--- src/rtl/hdmi_rx_timing_meter.sv ---
// HDMI receive timing meter: registers the parallel video pins, re-emits the pixel stream with
// start-of-frame / end-of-line markers, measures line and frame timing and declares lock once
// the measurement has been stable for LOCK_FRAMES consecutive frames.
module hdmi_rx_timing_meter #(
  parameter int unsigned CNT_W       = 12,
  parameter bit          HS_POL      = 1'b1,
  parameter bit          VS_POL      = 1'b1,
  parameter int unsigned LOCK_FRAMES = 3,
  parameter int unsigned TIMEOUT_CYC = 4000000
) (
  input  logic             clk_in,
  input  logic             rst_n_in,
  input  logic [23:0]      hdmi_data,
  input  logic             hdmi_hs,
  input  logic             hdmi_vs,
  input  logic             hdmi_de,
  output logic [23:0]      pix_data,
  output logic             pix_valid,
  output logic             pix_sof,
  output logic             pix_eol,
  output logic [CNT_W-1:0] meas_h_act,
  output logic [CNT_W-1:0] meas_h_tot,
  output logic [CNT_W-1:0] meas_v_act,
  output logic [CNT_W-1:0] meas_v_tot,
  output logic             meas_valid,
  output logic             locked,
  output logic [15:0]      frame_cnt
);

  typedef logic [CNT_W-1:0] cnt_t;

  localparam cnt_t        CntOne  = cnt_t'(1);
  localparam logic [3:0]  LockN   = 4'(LOCK_FRAMES);
  localparam logic [23:0] WdLimit = 24'(TIMEOUT_CYC);

  // Saturating increment: all-ones holds.
  function automatic cnt_t sat_inc(input cnt_t v);
    return (v == '1) ? v : v + CntOne;
  endfunction

  // Input pipeline stages (s1 is the newer sample)
  logic [23:0] s1_data_q, s2_data_q;
  logic        s1_hs_q, s1_vs_q, s1_de_q;
  logic        s2_hs_q, s2_vs_q, s2_de_q;

  // Timing state
  cnt_t        h_cnt_q, h_tot_q, de_cnt_q, h_act_q, v_tot_q, v_act_q;
  cnt_t        h_cnt_d, h_tot_d, de_cnt_d, h_act_d, v_tot_d, v_act_d;
  cnt_t        line_h_act;
  cnt_t        meas_h_act_d, meas_h_tot_d, meas_v_act_d, meas_v_tot_d;
  logic        sof_pend_q, sof_pend_d;
  logic        frame_seen_q, frame_seen_d;
  logic [3:0]  stable_q, stable_d;
  logic [23:0] wd_q, wd_d;
  logic [15:0] frame_cnt_d;
  logic        meas_valid_d, locked_d;
  logic        hs_edge, vs_edge, de_rise, de_fall, timeout, same_meas;

  assign hs_edge = (s1_hs_q == HS_POL) && (s2_hs_q != HS_POL);
  assign vs_edge = (s1_vs_q == VS_POL) && (s2_vs_q != VS_POL);
  assign de_rise = s1_de_q & ~s2_de_q;
  assign de_fall = s2_de_q & ~s1_de_q;
  // Fires only on the clock the watchdog reaches its limit; afterwards it parks there.
  assign timeout = (wd_q != WdLimit) && ((wd_q + 24'd1) == WdLimit);

  // Next-state for line/frame counters, measurement latch, lock and watchdog
  always_comb begin
    h_cnt_d      = hs_edge ? CntOne : sat_inc(h_cnt_q);
    h_tot_d      = hs_edge ? h_cnt_q : h_tot_q;
    de_cnt_d     = de_fall ? '0 : (s1_de_q ? sat_inc(de_cnt_q) : de_cnt_q);
    // Line closes before the frame: a DE fall on the VS clock is part of the measured frame.
    line_h_act   = de_fall ? de_cnt_q : h_act_q;
    h_act_d      = line_h_act;
    v_tot_d      = hs_edge ? sat_inc(v_tot_q) : v_tot_q;
    v_act_d      = de_rise ? sat_inc(v_act_q) : v_act_q;
    sof_pend_d   = vs_edge | (sof_pend_q & ~s2_de_q);
    frame_cnt_d  = frame_cnt;
    frame_seen_d = frame_seen_q;
    meas_h_act_d = meas_h_act;
    meas_h_tot_d = meas_h_tot;
    meas_v_act_d = meas_v_act;
    meas_v_tot_d = meas_v_tot;
    meas_valid_d = meas_valid;
    stable_d     = stable_q;
    wd_d         = (wd_q == WdLimit) ? wd_q : wd_q + 24'd1;
    same_meas    = (line_h_act == meas_h_act) && (h_tot_d == meas_h_tot) &&
                   (v_act_q == meas_v_act) && (v_tot_q == meas_v_tot);

    if (vs_edge) begin
      h_act_d     = '0;
      v_tot_d     = hs_edge ? CntOne : '0;
      v_act_d     = de_rise ? CntOne : '0;
      frame_cnt_d = frame_cnt + 16'd1;
      wd_d        = '0;
      if (!frame_seen_q) begin
        frame_seen_d = 1'b1;
      end else begin
        meas_h_act_d = line_h_act;
        meas_h_tot_d = h_tot_d;
        meas_v_act_d = v_act_q;
        meas_v_tot_d = v_tot_q;
        meas_valid_d = 1'b1;
        if (meas_valid && same_meas) begin
          stable_d = (stable_q >= LockN) ? stable_q : stable_q + 4'd1;
        end else begin
          stable_d = '0;
        end
      end
    end else if (timeout) begin
      meas_valid_d = 1'b0;
      stable_d     = '0;
      frame_seen_d = 1'b0;
    end

    locked_d = (stable_d == LockN);
  end

  // State and output registers
  always_ff @(posedge clk_in) begin
    if (!rst_n_in) begin
      s1_data_q    <= '0;
      s1_hs_q      <= 1'b0;
      s1_vs_q      <= 1'b0;
      s1_de_q      <= 1'b0;
      s2_data_q    <= '0;
      s2_hs_q      <= 1'b0;
      s2_vs_q      <= 1'b0;
      s2_de_q      <= 1'b0;
      pix_data     <= '0;
      pix_valid    <= 1'b0;
      pix_sof      <= 1'b0;
      pix_eol      <= 1'b0;
      h_cnt_q      <= '0;
      h_tot_q      <= '0;
      de_cnt_q     <= '0;
      h_act_q      <= '0;
      v_tot_q      <= '0;
      v_act_q      <= '0;
      sof_pend_q   <= 1'b0;
      frame_seen_q <= 1'b0;
      stable_q     <= '0;
      wd_q         <= '0;
      frame_cnt    <= '0;
      meas_h_act   <= '0;
      meas_h_tot   <= '0;
      meas_v_act   <= '0;
      meas_v_tot   <= '0;
      meas_valid   <= 1'b0;
      locked       <= 1'b0;
    end else begin
      s1_data_q    <= hdmi_data;
      s1_hs_q      <= hdmi_hs;
      s1_vs_q      <= hdmi_vs;
      s1_de_q      <= hdmi_de;
      s2_data_q    <= s1_data_q;
      s2_hs_q      <= s1_hs_q;
      s2_vs_q      <= s1_vs_q;
      s2_de_q      <= s1_de_q;
      pix_data     <= s2_data_q;
      pix_valid    <= s2_de_q;
      pix_sof      <= s2_de_q & sof_pend_q;
      pix_eol      <= s2_de_q & ~s1_de_q;
      h_cnt_q      <= h_cnt_d;
      h_tot_q      <= h_tot_d;
      de_cnt_q     <= de_cnt_d;
      h_act_q      <= h_act_d;
      v_tot_q      <= v_tot_d;
      v_act_q      <= v_act_d;
      sof_pend_q   <= sof_pend_d;
      frame_seen_q <= frame_seen_d;
      stable_q     <= stable_d;
      wd_q         <= wd_d;
      frame_cnt    <= frame_cnt_d;
      meas_h_act   <= meas_h_act_d;
      meas_h_tot   <= meas_h_tot_d;
      meas_v_act   <= meas_v_act_d;
      meas_v_tot   <= meas_v_tot_d;
      meas_valid   <= meas_valid_d;
      locked       <= locked_d;
    end
  end

endmodule
--- config.mk ---
export PLATFORM = sky130hd
export DESIGN_NAME = hdmi_rx_timing_meter
export DESIGN_NICKNAME = d
export VERILOG_FILES = /design/src/rtl/hdmi_rx_timing_meter.sv
export SDC_FILE = /design/constraint.sdc
export NUM_CORES = 1
export LEC_CHECK = 0
export ABC_AREA = 0
export BUFFER_PORTS_ARGS = -buffer_cell sky130_fd_sc_hd__buf_2
export CAP_MARGIN = 20
export CORE_UTILIZATION = 36
export CTS_BUF_LIST = sky130_fd_sc_hd__clkbuf_4
export DETAILED_ROUTE_END_ITERATION = 8
export PLACE_DENSITY = 0.55
export SLEW_MARGIN = 30
export SYNTH_ARGS = -nofsm -noshare
export SYNTH_HDL_FRONTEND = slang
export SYNTH_SLANG_ARGS = --single-unit
--- constraint.sdc ---
create_clock -name clk_in -period 3.5 [get_ports clk_in]
set_clock_uncertainty 0.05 [all_clocks]
set_input_delay 0.175 -clock clk_in [delete_from_list [all_inputs] [get_ports clk_in]]
set_output_delay 0.175 -clock clk_in [all_outputs]
set_load 0.01 [all_outputs]
After elaboration in Yosys (flattened, before gate mapping)
Cells that the tools add are included.
{"block": "word_totals", "reg_bits": 249, "inputBits": 29, "out_inout_bits": 93, "wordCells": 104}
{"block": "classes", "addsub": 7, "order_cmp": 1, "n_eq_ne": 16, "mux": 21, "n_bitwise": 11, "reduce_logical": 18}
{"op": "$mux 12", "count": 8}
{"op": "$add 12x1->12 const B", "count": 4}
{"op": "$eq 12x12->1", "count": 4}
{"op": "$eq 12x12->1 const B", "count": 4}
{"op": "$eq 24x22->1 const B", "count": 2}
{"op": "$add 24x1->24 const B", "count": 1}
{"op": "$ne 24x22->1 const B", "count": 1}
{"op": "$mux 4", "count": 5}
{"op": "$add 16x1->16 const B", "count": 1}
{"op": "$reduce_and 2->1", "count": 5}
{"op": "$mux 1", "count": 8}
{"op": "$ne 2x2->1 const B", "count": 4}
{"op": "$logic_and 1x1->1", "count": 7}
{"op": "$not 1->1", "count": 6}
{"op": "$reduce_bool 2->1", "count": 3}
{"op": "$reduce_or 2->1", "count": 3}
{"op": "$add 4x1->4 const B", "count": 1}
{"op": "$and 1x1->1", "count": 4}
{"op": "$eq 4x2->1 const B", "count": 1}
{"op": "$ge 4x2->1 const B", "count": 1}
{"op": "$or 1x1->1", "count": 1}

Depth between registers and ports, before layout
Gate-level depths: netlist (run 1).
{"block": "depth", "depth_word": 12, "ltp_mapped": 11, "depth_no_buf": 10}

Worst setup path before layout (run 1)
No wires, ideal clock.
{"block": "synth_timing", "path_kind": "register to register", "from": "register wd_q[1]", "to": "register stable_q[1]", "setup_ns": 0.115, "arrival_ns": 2.691, "required_time_ns": 3.335, "path_slack_ns": 0.644, "path_stages_with_launch": 12, "path_buffers": 2, "synth_period_minus_slack_ns": 2.856, "cell_sequence": "dfxtp_1 ha_1 buf_2 nand3_1 or4_1 buf_2 a221o_1 a211oi_1 and4_1 nand2_1 a31o_1 and2_1"}
{"block": "synth_via", "elab_chain_len": 5, "word_cells_on_any_way": 6, "cone_classes": "add/sub: 1; eq/ne: 2; mux: 2; reduce/logical: 1"}
{"element": "start, declared", "line": "54", "source": "logic [23:0] wd_q, wd_d;"}
{"element": "start signal, assigned", "line": "172", "source": "wd_q <= wd_d;"}
{"element": "$add 24x1->24", "line": "64", "source": "assign timeout = (wd_q != WdLimit) && ((wd_q + 24'd1) == WdLimit);"}
{"element": "$eq 24x22->1", "line": "64"}
{"element": "$logic_and 1x1->1 *", "line": "64"}
{"element": "$mux 4 *", "line": "109", "source": "end else if (timeout) begin"}
{"element": "$mux 4 *", "line": "89", "source": "if (vs_edge) begin"}
{"element": "end signal, assigned", "line": "171", "source": "stable_q <= stable_d;"}
{"element": "end, declared", "line": "53", "source": "logic [3:0] stable_q, stable_d;"}
Every way passes the cells marked *; elsewhere a longest branch is shown, timed or not.
A chain may end at the register's enable or synchronous reset.

Worst setup path after layout (run 1)
{"block": "layout_timing", "from": "register wd_q[0]", "to": "register stable_q[1]"}
The elaborated chain is that of the path after synthesis.

==> impl_metrics.toml, run 1 <==
[synthesis]
synth_top_area_cell = "dfxtp_1"
synth-edff-count = 0
synth_seq_cells = 249
yosysSeqAreaShare_pct = 48.1
syn-num-nets = 1154
synth_flop_cell = "dfxtp_1"
syn_inst = 1116
synth_cell_type_count = 63
syn_area_mm2 = 0.0104
synth_compound_area_share_pct = 9.71
yosys_warnings = 0
yosysMostFrequentCell = "dfxtp_1"
synth_top_family_by_area = "simple AND/OR/NAND/NOR gates"
synth-xor-area-share_pct = 9.64
synthMuxAreaShare_pct = 2.62
synth-simple-area-share_pct = 25.6
synth_top_area_share_pct = 48.1
synthTopCellsByCount = "dfxtp_1 (249), nand2_1 (126), and2_1 (98), nor2_1 (93)"
synth.top_cells.by_area = "dfxtp_1 (48%), and2_1 (5.9%), xnor2_1 (4.8%)"
ys_async_sr_fraction_pct = 0
synth_area_per_cell_um2 = 9.28
synth_adder_area_share_pct = 1.09

[power_and_ir_drop]
pwr_density_cell_mw_per_mm2 = 470
pwr-share-clk_pct = 44.9
internal_power_mw = 4.45
p_sw_mw = 1.46
peakVddDrop_mv = 0.185
p_seq_share_pct = 49.7
leakage_nw = 5.59
switching_share_pct = 24.7
comb_power_share_pct = 5.4

[critical_path]
start_kind = "register"
arrival_ns = 3.74
criticalPathCategory = "register to register"
r2r-end = "stable_q[1]"
ff2ff_path_depth = 9
crit_start = "wd_q[0]"
worstPathMaxFanout = 9
path_buf_inv = 0
crit_slowest_cell = "or4_1"
regToRegSetupSlack_ns = 0.28
critPathMaxStageDelay_ns = 0.65
cp.required_ns = 4.02
reg2reg_from = "wd_q[0]"
path_delay_family = "simple AND/OR/NAND/NOR gates"
path_cells = "ha_2, nand3_1, or4_1, a221o_1, a211oi_1, and4_1, nand2_1, a31o_1, and2_1"
cp.depth = 9
crit_path_end_kind = "register"

[floorplan]
dieWidth_um = 172
die_area_mm2 = 0.0295
ios = 122
row_count = 61
core_area_mm2 = 0.0280
die_h_um = 172
start_util_pct = 37.0

[cts]
clock_latency_ns = 0.69
htree_levels = 3
clk_transition_reported_paths_ns = 0.06
cts-root-buf = "clkbuf_4"
clock-sinks = 249
clk_path_buf_depth = 3
cts_buffers = 73
cts_tree = "done"

[drt]
viasPerCell = 4.84
drtPass1Iterations = 5
wirelength_um = 25200
drc = 0
vias = 8345
ant_nets = 0
wl_per_cell_um = 14.6
drt-initial-drc-count = 355

[timing]
fin_hold_ws_ns = 0.169
worst_pin_slew_ns = 0.726
timing.final.crit_share_pct = 91.9
finalSetupViolCount = 0
grt_setup_unrepaired = "false"
clock.fmax_ghz = 0.311
slew_violations = 0
relSlewSlack_pct = 51.5
hold_viol = 0
finalCriticalPeriod_ns = 3.22
fin_setup_tns_ns = 0

[run]
maxCapViolCount = 0

[finish]
nFillCells = 2790
finalNetCount = 1337
drive_gt1_share_pct = 19.8
area_growth_pct = 21.3

[global_route]
globalRouteTotalUtil_pct = 17.5
grt_pass1_vias = 7929
antenna_found_initial = 1
grt_max_degree = 48
met1_usage_pct = 23.0
grt_pass1_wl_um = 40700
grt_use_met3_pct = 4.21
grt_busiest_layer = "met2"
grt_overflow = 0
use_met2_pct = 27.2

[place]
io_buffers = 121
gp_congestion = 0.861
hpwlAfterDp_um = 16900

[min_path]
hold_depth = 3
worstHoldStart = "hdmi_data[11]"
worst_hold_path_type = "input pin to register"
whs_endpoint = "s1_data_q[11]"

[run_status]
status = "finished, final reports clean"
worst max-delay path by stage:
stage	slack [ns]	to
2_1_floorplan	0.64	stable_q[1]
6_report	0.28	stable_q[1]
4_1_cts	0.16	stable_q[1]
3_5_place_dp	0.18	stable_q[1]
3_3_place_gp	0.31	stable_q[1]
5_1_grt	0.05	stable_q[1]
worst register-to-register path, cell delays in order, from the launching register on:
cell and delay (ns):
dfxtp_1 0.45, ha_2 0.32, nand3_1 0.25, or4_1 0.65, a221o_1 0.39, a211oi_1 0.22
and4_1 0.27, nand2_1 0.10, a31o_1 0.25, and2_1 0.15
placed cells by master (no fill, tap or decap), drive strengths merged, types with 5 or more instances in the layout:
cell type	count
clkinv	11
ha	9
o21ai	12
a211oi	5
a2111oi	5
nor3b	5
dlygate4sd3	39
nand4	30
or3	16
xor2	57
nor3	12
nand2	127
inv	22
xnor2	57
nand3	24
clkbuf	107
and2	98
and3	12
or2	6
nand2b	11
nor4	22
mux2i	26
o211a	25
nor2	93
dfxtp	249
a21boi	29
buf	135
a21oi	20
or4	7
nor2b	24
metal layers:
metal / up-vias / share of wire [%] / routed length [um]
li1: 4195 / - / -
met1: 3905 / 47 / 11900
met2: 205 / 45 / 11400
met3: 40 / 5.5 / 1390
met4: 0 / 2.0 / 499
met5: - / 0 / 0
state kept, by name, summed over array words and instances (netlist names), 16 cells and up:
register and cells:
pix_data 24, s1_data_q 24, s2_data_q 24, wd_q 24, frame_cnt 16
through the flow:
stage | setup WS, ns | util, % | cells | total power [mW] | instance area (um^2)
floorplan | 0.644 | - | 1116 | 3.18 | 10400
global placement | 0.308 | 40.3 | 1563 | 3.28 | 11300
detailed placement | 0.177 | 40.3 | 1563 | 3.28 | 11300
CTS | 0.156 | 44.8 | 1724 | 6.04 | 12600
global route | 0.0521 | 44.9 | 1725 | 6.24 | 12600
finish | 0.285 | 44.9 | 1725 | 5.91 | 12600
area by class of cell:
class	count	area (um^2)	share of cell area (%)
diodes	1	2.50	0.0199
well taps	378	473	3.76
clock inverters	15	91.3	0.727
inverters	18	67.6	0.538
repair buffers	174	1100	8.78
clock buffers	107	803	6.39
multi-input cells	783	5040	40.1
flip-flops and latches	249	4990	39.7
cells by family after synthesis:
group | count (synthesis)
compound gates | 129
xor+xnor | 114
fa+ha+maj | 9
buf+inv | 84
flops | 249
mux | 27
simple gates | 504
power by group through the flow:
stage / combinational, mW / sequential (mW) / clock (mW)
4_1_cts: 0.322 / 2.94 / 2.78
2_1_floorplan: 0.186 / 2.99 / 0
3_5_place_dp: 0.286 / 3.00 / 0
5_1_grt: 0.354 / 2.94 / 2.94
6_report: 0.318 / 2.94 / 2.66
3_3_place_gp: 0.285 / 3.00 / 0
repair_timing:
item                                    in CTS  in global routing
gates resized for setup                      0                  2
hold endpoints to repair                    57                  0
hold buffers                                39                  0
endpoints found under the setup margin       0                  2
setup buffers                                0                  0
Note: power is estimated with default switching activity, not from simulation.
==> inputs of run 2 (changes only) <==
- GPL_TIMING_DRIVEN: default -> 0
==> run 2 against run 1 <==
Compared with the run above:
- clock-buffer cell count is 12 lower
- sequential share of layout area hardly changed
- design area hardly changed
- die area stayed put
- total power is 1.5% lower
- via count is 1.9% higher
- final cell count is 1.9% higher
- clock power is 4% lower
- non-clock buffer count is 41 higher
- global-route usage is 1.2 points higher
==> impl_metrics.toml, run 2 (synthesis gave the netlist of run 1 again) <==
[timing]
relSlewSlack_pct = 47.1
finalCriticalPeriod_ns = 3.25
slew_violations = 0
hold_viol = 0
fin_setup_tns_ns = 0
worst_pin_slew_ns = 0.781
finalSetupViolCount = 0
fin_hold_ws_ns = 0.0553
grt_setup_unrepaired = "false"
timing.final.crit_share_pct = 92.8
clock.fmax_ghz = 0.308

[critical_path]
regToRegSetupSlack_ns = 0.25
reg2reg_from = "wd_q[1]"
worstPathMaxFanout = 9
r2r-end = "stable_q[1]"
path_cells = "ha_1, buf_2, nand3_2, or4_1, buf_2, a221o_1, a211oi_1, and4_1, nand2_1, a31o_1, and2_1"
arrival_ns = 3.76
criticalPathCategory = "register to register"
critPathMaxStageDelay_ns = 0.50
ff2ff_path_depth = 11
crit_path_end_kind = "register"
start_kind = "register"
crit_top_cell = "buf_2"
cp.required_ns = 4.01
crit_slowest_cell = "or4_1"

[floorplan]
core_area_mm2 = 0.0280
row_count = 61
start_util_pct = 37.0
dieWidth_um = 172
die_area_mm2 = 0.0295
ios = 122
die_h_um = 172

[run]
maxCapViolCount = 0

[drt]
drc = 0
drtPass1Iterations = 8
viasPerCell = 4.84
wirelength_um = 26800
drt-initial-drc-count = 426
ant_nets = 0
wl_per_cell_um = 15.2
vias = 8507

[power_and_ir_drop]
p_seq_share_pct = 50.4
leakage_nw = 5.53
internal_power_mw = 4.37
power_mw = 5.82
p_sw_mw = 1.45
pwr-share-clk_pct = 44.0
peakVddDrop_mv = 0.190
comb_power_share_pct = 5.6
pwr_density_cell_mw_per_mm2 = 463
switching_share_pct = 24.8

[run_status]
status = "finished, final reports clean"

[finish]
final_cell_mix = "dfxtp_1 (249), buf_2 (129), nand2_1 (126), and2_1 (98), clkbuf_4 (95)"
finalNetCount = 1375
final_common_cell = "dfxtp_1"
drive_gt1_share_pct = 18.4
area_growth_pct = 21.4
final_cell_area_mm2 = 0.0126

[global_route]
globalRouteTotalUtil_pct = 18.7
grt_pass1_vias = 8275
grt_max_degree = 13
grt_pass1_wl_um = 43100
grt_overflow = 0
antenna_found_initial = 1

[cts]
htree_levels = 3
clock-sinks = 249
clk_transition_reported_paths_ns = 0.06
clock_latency_ns = 0.67
clk_path_buf_depth = 3
cts-root-buf = "clkbuf_4"
cts_buffers = 70
cts_tree = "done"

[min_path]
worstHoldStart = "rst_n_in"
whs_endpoint = "v_tot_q[11]"
hold_depth = 3
worst_hold_path_type = "input pin to register"

[place]
hpwlAfterDp_um = 19100
io_buffers = 121
dpl_cell_area_mm2 = 0.0114
gp_congestion = 0.857
==> run 2: changes by cell type in the layout (fill, tap and decap cells not counted), sizes merged, moves of 2 or more <==
cell         previous run  this run
dlygate4sd3            39        27
clkinv                 11        13
buf                   135       132
clkinvlp                0         2
clkbuf                107       151
==> run 2: timing repair <==
action	in CTS	in global routing
gates resized for setup	0	3
endpoints found under the hold margin	27	0
hold buffers	27	0
buffers inserted	0	1
setup endpoints to repair	0	2
==> run 2: critical path, delay by kind of cell, from the launching register on <==
family,cells,cell delay [ns]
adder cells (fa/ha/maj),1,0.19
flip-flops,1,0.47
buffers and inverters,2,0.38
AO/OA/AOI/OAI,3,0.79
AND/OR/NAND/NOR,5,1.26
==> run 2: metal layers <==
| layer | GRT usage, % | vias to the layer above | wire length [um] | part of all wire [%] |
|---|---|---|---|---|
| met4 | 6.13 | 0 | 398 | 1.5 |
| met3 | 4.35 | 48 | 1280 | 4.8 |
| met2 | 29.4 | 191 | 12000 | 45 |
| li1 | - | 4279 | - | - |
| met1 | 25.1 | 3989 | 13000 | 49 |
| met5 | 0 | - | 0 | 0 |
==> run 2: power groups by stage <==
stage                     registers (mW)  clock network (mW)  logic (mW)
after floorplan                     2.99                   0       0.186
after global placement              3.00                   0       0.306
after detailed placement            3.00                   0       0.307
after CTS                           2.93                2.66       0.333
after global routing                2.94                2.82       0.365
final                               2.93                2.56       0.328
==> run 2: cell type report <==
cell class,instances,area [um^2]
clock buffers,95,713
fillers,2840,15400
clock inverters,19,128
diodes,1,2.50
inverters,18,67.6
plain buffers,66,273
well taps,378,473
flip-flops and latches,249,4980
repair buffers,149,883
multi-input cells,783,5050
==> run 2: stage by stage <==
step / setup slack, ns / instances / utilization (%)
after floorplan: 0.644 / 1116 / -
after global placement: 0.186 / 1615 / 40.8
after detailed placement: 0.186 / 1615 / 40.8
after CTS: 0.191 / 1756 / 44.8
after global routing: 0.0211 / 1758 / 44.9
final: 0.252 / 1758 / 44.9
==> run 2: how the worst max path moves through the flow <==
stage	start	end	slack, ns	depth (start not counted)
3_3_place_gp	wd_q[1]	stable_q[1]	0.19	11
5_1_grt	s1_de_q	locked	0.02	11
2_1_floorplan	wd_q[1]	stable_q[1]	0.64	11
3_5_place_dp	wd_q[1]	stable_q[1]	0.19	11
6_report	wd_q[1]	stable_q[1]	0.25	11
4_1_cts	wd_q[1]	stable_q[1]	0.19	11
==> inputs of run 3 (changes only) <==
- GPL_TIMING_DRIVEN: 0 -> default
- PLACE_DENSITY: 0.55 -> 0.64
==> run 3 against run 2 <==
Compared with the run above:
- global-route usage shrank 2.0 points
- combinational power down 7.0%
- clock power up 5%
- sequential power about the same
- sequential share of layout area grew 0.36 points
- non-clock buffer count down 51
- sequential cell count is the same
- via count shrank 1.7%
- clock-buffer cell count up 2
- first-iteration DRC count is 7.0% lower
- register-to-register slack improved by 0.18 ns
- worst setup slack better by 0.18 ns
- highest routed layer unchanged
==> impl_metrics.toml, run 3 (synthesis gave the netlist of run 1 again) <==
[min_path]
worst_hold_path_type = "input pin to register"
hold_depth = 3

[critical_path]
crit_path_end_kind = "register"
worstPathMaxFanout = 9
path_cells = "ha_1, nand3_1, or4_1, a221o_1, a211oi_1, and4_1, nand2_1, a31o_1, and2_1"
arrival_ns = 3.58
crit_slowest_cell = "or4_1"
start_kind = "register"
ff2ff_path_depth = 9
critPathMaxStageDelay_ns = 0.60
path_delay_family = "simple AND/OR/NAND/NOR gates"
cp.required_ns = 4.01
cp.depth = 9
criticalPathCategory = "register to register"
path_buf_inv = 0

[place]
io_buffers = 121
hpwlAfterDp_um = 16400
placedCellCount = 1563
dpl_cell_area_mm2 = 0.0113
dp_slack_ns = 0.413
gp_congestion = 0.892

[cts]
clk_transition_reported_paths_ns = 0.07
cts_tree = "done"
cts-root-buf = "clkbuf_4"
cts_buffers = 69
ctsResizeCount = 0
clock-sinks = 249
clk_path_buf_depth = 3
htree_levels = 3
clock_latency_ns = 0.69

[global_route]
use_met2_pct = 26.4
grt_use_met3_pct = 4.46
met1_usage_pct = 20.9
grt_pass1_wl_um = 39300
grt_overflow = 0
grt_pass1_vias = 8161
grt_max_degree = 93
globalRouteTotalUtil_pct = 16.7
antenna_found_initial = 1
grt_busiest_layer = "met2"

[timing]
fin_hold_ws_ns = 0.224
timing.final.crit_share_pct = 87.7
fin_ws_ns = 0.431
grt_setup_unrepaired = "false"
worst_pin_slew_ns = 0.646
hold_viol = 0
slew_violations = 0
clock.fmax_ghz = 0.326
fin_setup_tns_ns = 0
relSlewSlack_pct = 56.8
finalCriticalPeriod_ns = 3.07
finalSetupViolCount = 0

[finish]
finalNetCount = 1323
nFillCells = 2775
drive_gt1_share_pct = 19.3
seq_area_mm2 = 0.00498
final_cell_area_mm2 = 0.0125
multi_input_area_mm2 = 0.00504
final_cell_mix = "dfxtp_1 (249), nand2_1 (126), buf_2 (120), and2_1 (97), clkbuf_4 (97)"
final_common_cell = "dfxtp_1"
fin_util_pct = 44.5
stdcell_count = 1712
area_growth_pct = 20.3

[power_and_ir_drop]
pwr_density_cell_mw_per_mm2 = 475
peakVddDrop_mv = 0.263
leakage_nw = 5.52
power_mw = 5.92

[floorplan]
core_area_mm2 = 0.0280
die_h_um = 172
row_count = 61
start_util_pct = 37.0
ios = 122
dieWidth_um = 172
die_area_mm2 = 0.0295

[drt]
viasPerCell = 4.88
drtPass1Iterations = 4
ant_nets = 0
drc = 0
wirelength_um = 24200
drt-initial-drc-count = 396
wl_per_cell_um = 14.1
vias = 8361

[run]
maxCapViolCount = 0

[run_status]
status = "finished, final reports clean"
## run 3: cell types whose count changed in the layout (fill, tap and decap cells not counted), sizes merged
cell         before  now
bufinv            1    3
clkinvlp          2    1
diode             1    5
clkbuf          151   97
dlygate4sd3      27   29
inv              21   19
buf             132  135
## run 3: per-layer routing
layer  up-vias  wire [um]
li1       4175          -
met5         -          0
met3        50       1610
met2       225      10700
met4         0        632
met1      3911      11200
## run 3: final timing paths
kind / startpoint / endpoint / slack (ns)
min reg2reg: s1_data_q[20] / s2_data_q[20] / 0.35
min: hdmi_data[21] / s1_data_q[21] / 0.22
max reg2reg: wd_q[1] / stable_q[1] / 0.43
max: wd_q[1] / stable_q[1] / 0.43
## run 3: power by group
part | internal (mW) | switching, mW | total (mW) | leakage [nW]
Combinational | 0.139 | 0.166 | 0.305 | 2.97
Clock | 1.49 | 1.19 | 2.68 | 0.521
Sequential | 2.89 | 0.0409 | 2.93 | 2.02
Total | 4.53 | 1.40 | 5.92 | 5.52
## run 3: timing repair
item / 4_1_cts / 5_1_grt
buffers inserted: 0 / 0
hold endpoints to repair: 58 / 0
hold buffers: 29 / 0
## run 3: cell type report
class	instances	share of cell area, %
Antenna cell	5	0.100
Clock buffer	97	5.84
Clock inverter	18	1.26
Inverter	18	0.542
Multi-Input combinational cell	783	40.4
Sequential cell	249	40.0
Tap cell	378	3.79
Timing Repair Buffer	164	8.05
## run 3: worst min-delay path: stages
cell and delay (ns):
dlygate4sd3_1 0.52, buf_2 0.10, and2_1 0.11
